[src/rtl/fetch_stage_unit.sv]
// F stage of the pipeline: owns the PC, drives instruction-memory address and
// forms the F/D bundle; resolves next-PC priority and keeps trace counters.
module fetch_stage_unit #(
  parameter logic [31:0] PC_RESET  = 32'h0000_3000,
  parameter logic [31:0] EXC_ENTRY = 32'h0000_4180,
  parameter logic [31:0] IM_LO     = 32'h0000_3000,
  parameter logic [31:0] IM_HI     = 32'h0000_6FFC
) (
  input  logic        clk,
  input  logic        rst,
  input  logic        stall,
  input  logic        M_REQ,
  input  logic        D_is_eret,
  input  logic [31:0] EPC,
  input  logic        D_branch_taken,
  input  logic [31:0] D_npc_target,
  input  logic        D_is_branch_jump,
  input  logic [31:0] i_inst_rdata,
  output logic [31:0] i_inst_addr,
  output logic [31:0] F_instruction,
  output logic [31:0] F_adder,
  output logic [31:0] F_pc,
  output logic        F_rst,
  output logic        F_is_delay,
  output logic [31:0] fetch_cnt,
  output logic [15:0] exc_cnt,
  output logic [1:0]  state
);

  localparam logic [1:0] RUN   = 2'd0;
  localparam logic [1:0] HOLD  = 2'd1;
  localparam logic [1:0] REDIR = 2'd2;

  logic [31:0] pc;
  logic [31:0] pc_plus4;
  logic [31:0] pc_nxt;
  logic [1:0]  st;
  logic [1:0]  st_nxt;
  logic        adel;
  logic        accept;

  assign pc_plus4 = pc + 32'd4;
  assign adel     = (pc[1:0] != 2'b00) || (pc < IM_LO) || (pc > IM_HI);
  // A redirect edge replaces the F/D contents, so it is not an accepted fetch.
  assign accept   = !M_REQ && !stall && !D_is_eret;

  always_comb begin
    pc_nxt = pc_plus4;
    st_nxt = RUN;
    if (M_REQ) begin
      pc_nxt = EXC_ENTRY;
      st_nxt = REDIR;
    end else if (stall) begin
      pc_nxt = pc;
      st_nxt = HOLD;
    end else if (D_is_eret) begin
      pc_nxt = EPC;
      st_nxt = REDIR;
    end else if (D_branch_taken) begin
      pc_nxt = D_npc_target;
      st_nxt = RUN;
    end
    // The spare encoding is never entered; if it is, fall back to RUN.
    if (st == 2'd3)
      st_nxt = RUN;
  end

  always_ff @(posedge clk) begin
    if (rst) begin
      pc        <= PC_RESET;
      st        <= RUN;
      fetch_cnt <= 32'd0;
      exc_cnt   <= 16'd0;
    end else begin
      pc <= pc_nxt;
      st <= st_nxt;
      if (accept)
        fetch_cnt <= fetch_cnt + 32'd1;
      if (M_REQ && exc_cnt != 16'hFFFF)
        exc_cnt <= exc_cnt + 16'd1;
    end
  end

  assign i_inst_addr   = pc;
  assign F_pc          = pc;
  assign F_adder       = pc_plus4;
  assign F_rst         = adel;
  assign F_instruction = adel ? 32'h0 : i_inst_rdata;
  // Handler entry and eret targets are never delay slots.
  assign F_is_delay    = D_is_branch_jump && (st != REDIR);
  assign state         = st;

endmodule

[config.mk]
export PLATFORM = sky130hd
export DESIGN_NAME = fetch_stage_unit
export DESIGN_NICKNAME = d
export VERILOG_FILES = /design/src/rtl/fetch_stage_unit.sv
export SDC_FILE = /design/constraint.sdc
export NUM_CORES = 1
export LEC_CHECK = 0
export BUFFER_PORTS_ARGS = -buffer_cell sky130_fd_sc_hd__buf_2
export CORE_ASPECT_RATIO = 2
export CORE_UTILIZATION = 35
export DETAILED_ROUTE_END_ITERATION = 7
export PLACE_DENSITY = 0.76
export SYNTH_ARGS = -nofsm -noshare
export SYNTH_HDL_FRONTEND = slang
export SYNTH_SLANG_ARGS = --single-unit
[constraint.sdc]
create_clock -name clk -period 2.5 [get_ports clk]
set_clock_uncertainty 0.1 [all_clocks]
set_input_delay 0.125 -clock clk [delete_from_list [all_inputs] [get_ports clk]]
set_output_delay 0.125 -clock clk [all_outputs]
set_load 0.01 [all_outputs]
==> impl_metrics.tcl <==
set metrics [dict create \
    critPathArrivalTime_ns 2.19 \
    port_buffers 282 \
    globalRoute.totalOverflow 0 \
    layout_min_cycle_time_ns 2.412 \
    total_count_of_hold_check_failures_in_the_final_report 0 \
    grt_pass1_vias 5699 \
    report.final.setup_viol 0 \
    cp-startpoint "F_pc[16]" \
    route.final.wire_length_um 21300 \
    ratio_of_cells_with_drive_above_1_in_the_final_layout_pct 39.08 \
    die_x_um 89.31 \
    dp.final_hpwl_um 16660 \
    mostFrequentLayoutCell "buf_2" \
    synth.distinct_cells 64 \
    fp.dieArea_um2 15770 \
    cts.clk_slew.worst_paths_ns 0.07 \
    worst-slew-pin-transition_ns 0.6051 \
    timing.rr.start "F_pc[9]" \
    crit_path_max_fanout 9 \
    max-cap-violations 0 \
    pin_count_of_the_biggest_net_entering_global_routing 55 \
    power.static_leakage_nw 3.549 \
    detail_route.wl_per_cell_um 18.67 \
    design_area_final_um2 7351 \
    ios 283 \
    postSynthCellCount 670 \
    drt_pre_antenna_iters 5 \
    globalplace.congestion 0.9030 \
    category_of_the_worst_setup_path_capture_point "primary output" \
    synth_seq_area_share_pct 30.76 \
    layout.cells.non_filler 1141 \
    detailedPlace.worstSlack_ns 0.3211 \
    setup.worst_path.class "flop to primary output" \
    proportion_of_register_bits_with_asynchronous_set_or_reset_after_synthesis_pct 0 \
    synth_enable_flop_cells 0 \
    remaining_drc_errors 0 \
    cts-htree-levels 3 \
    clock_insertion_delay_worst_skew_ns 0.34 \
    worst-r2r-cell-count 5 \
    cts-buffers-inserted 9 \
    initial_core_util_pct 36.01 \
    synthesis.area_per_instance_um2 7.965 \
    dieHeight_um 176.6 \
    timing.critical_path.cells "and3_1 -> nand4_4 -> nor4_4 -> nand3_1 -> xnor2_1 -> buf_2" \
    final_nets 1040 \
    status "complete, no violations" \
    setup.worst_path.start_class "flop" \
    grt_antenna_before_repair 9 \
    track_usage_pct 26.49 \
    post-route-worst-setup-slack_ns 0.08790 \
    timing.critical_path.required_ns 2.28 \
    placedCellCount 1104 \
    layout-area-overhead-vs-synth_pct 37.75 \
    cpPeakStageDelay_ns 0.42 \
    clock-sinks 82 \
    synth-warning-count 0 \
    netlist_area_um2 5336 \
    vdd.ir_drop.worst_mv 0.3740 \
    synth-seq-cells 82 \
    fmax_mhz 414.6 \
    global_route_wire_length_before_repair_um 30650 \
    setup.reg_to_reg.worst_slack_ns 0.34 \
    postCtsSetupBuffers 0 \
    vias 6166 \
    power_per_cell_area_nw_per_um2 467.2 \
    vias_per_cell 5.404 \
    synth_flop_cell "dfxtp_1" \
    clk_path_buf_depth 2 \
    core_um2 14820 \
    finalMaxSlewViolations 0 \
    rr_endpoint "F_pc[17]" \
    slowest_stage "dfxtp_2" \
    post_dp_cell_area_um2 6819 \
    cts-root-buf "clkbuf_16" \
    detailedRoute.firstIterationViolations 239 \
    rows 63 \
    antenna_left 0 \
    tritoncts_clock_tree "built" \
    period_share_pct 96.48 \
    layout_common_cells "buf_2 (282), nor2_1 (80), dfxtp_1 (72)" \
    max-slew-margin-rel_pct 59.35 \
    min_path_type "input pin to flop" \
    cp-endpoint "F_adder[31]" \
    syn_nets 776 \
]
## worst min path at each step
stage,from,end,slack (ns),cells past startpoint
global placement,rst,F_pc[14],0.31,2
floorplan,EPC[11],F_pc[11],0.21,2
detailed placement,rst,F_pc[14],0.32,2
finish,EPC[7],F_pc[7],0.01,3
global route,D_npc_target[13],F_pc[13],0.02,3
CTS,EPC[26],F_pc[26],0.003,3
## cells in the mapped netlist, types with 5 or more instances
master    instances  area, um2
dfxtp_1          82       1642
nor2_1           80      300.3
xor2_1           45      394.1
nand2_1          44      165.2
and2_1           37      231.5
buf_4            34      255.2
nand3_1          32      160.2
clkbuf_1         30      112.6
xnor2_1          27      236.5
nand4_1          21      131.4
o21ai_0          21      105.1
a21oi_1          18      90.09
and3_1           15      93.84
nor4_1           14      87.58
nor3_1           13      65.06
inv_1            11      41.29
mux2i_1          11      110.1
a22oi_1          10      75.07
and4_1           10      87.58
o22ai_1          10      62.56
buf_2             8      40.04
o211ai_1          8      60.06
a221oi_1          7      61.31
a31oi_1           6      37.54
or4_1             5      37.54
## sequential cells by signal, indices dropped and copies added (netlist names), named ones only
register / count
fetch_cnt: 32
F_pc: 30
exc_cnt: 16
state: 2
## cells by family (layout without fill, tap and decap cells)
kind of cell,Yosys count,in the layout,share of synthesized area [%]
AOI/OAI and AO/OA,114,114,14.80
xor gates and xnor gates,72,72,11.82
adders and majority gates,3,3,0.7035
buffers and inverters,87,356,8.722
DFF,82,82,30.76
muxes,12,12,2.274
other,0,7,0
and+or+nand+nor,300,300,30.93
## critical path: cells and delay by family (launching register included)
family / cells / cell delay [ns]
DFF: 1 / 0.42
and+or+nand+nor: 4 / 1.12
xor gates and xnor gates: 1 / 0.17
buffers and inverters: 1 / 0.15
## per-layer routing
| metal | part of all wire (%) | GRT usage, % |
|---|---|---|
| met5 | 0.20 | 0 |
| met4 | 6.4 | 20.04 |
| met3 | 9.0 | 9.375 |
| met2 | 53 | 47.52 |
| met1 | 32 | 23.00 |
## per-stage QoR
| stage | power [mW] | utilization, % | hold slack [ns] | TNS (ns) |
|---|---|---|---|---|
| finish | 3.434 | 49.60 | 0.01149 | 0 |
| global route | 3.570 | 49.54 | 0.02292 | -0.03796 |
| CTS | 3.454 | 49.09 | 0.002742 | -0.02785 |
| detailed placement | 2.024 | 46.01 | 0.3176 | 0 |
| global placement | 2.018 | 46.01 | 0.3125 | 0 |
| floorplan | 1.746 | - | 0.2050 | 0 |
## what timing repair did
item | 4_1_cts | 5_1_grt
endpoints found under the setup margin | 3 | 8
gates resized for setup | 1 | 17
endpoints found under the hold margin | 12 | 0
pin swaps | 0 | 1
hold buffers | 14 | 0
## power breakdown
part | total (mW) | leakage [nW] | internal (mW) | switching [mW]
sequential | 1.39 | 0.668 | 1.34 | 0.0548
combinational | 0.629 | 2.72 | 0.279 | 0.350
clock | 1.41 | 0.156 | 0.834 | 0.577
## layout make-up
type                    instances  area (um2)
multi-input cells             501        3284
flip-flops and latches         82        1654
well taps                     195       244.0
fillers                      1534        7468
clock inverters                 5       61.31
diodes                          7       17.52
clock buffers                  11       252.7
repair buffers                328        1792
inverters                      12       45.04
(Power assumes the default switching activity.)
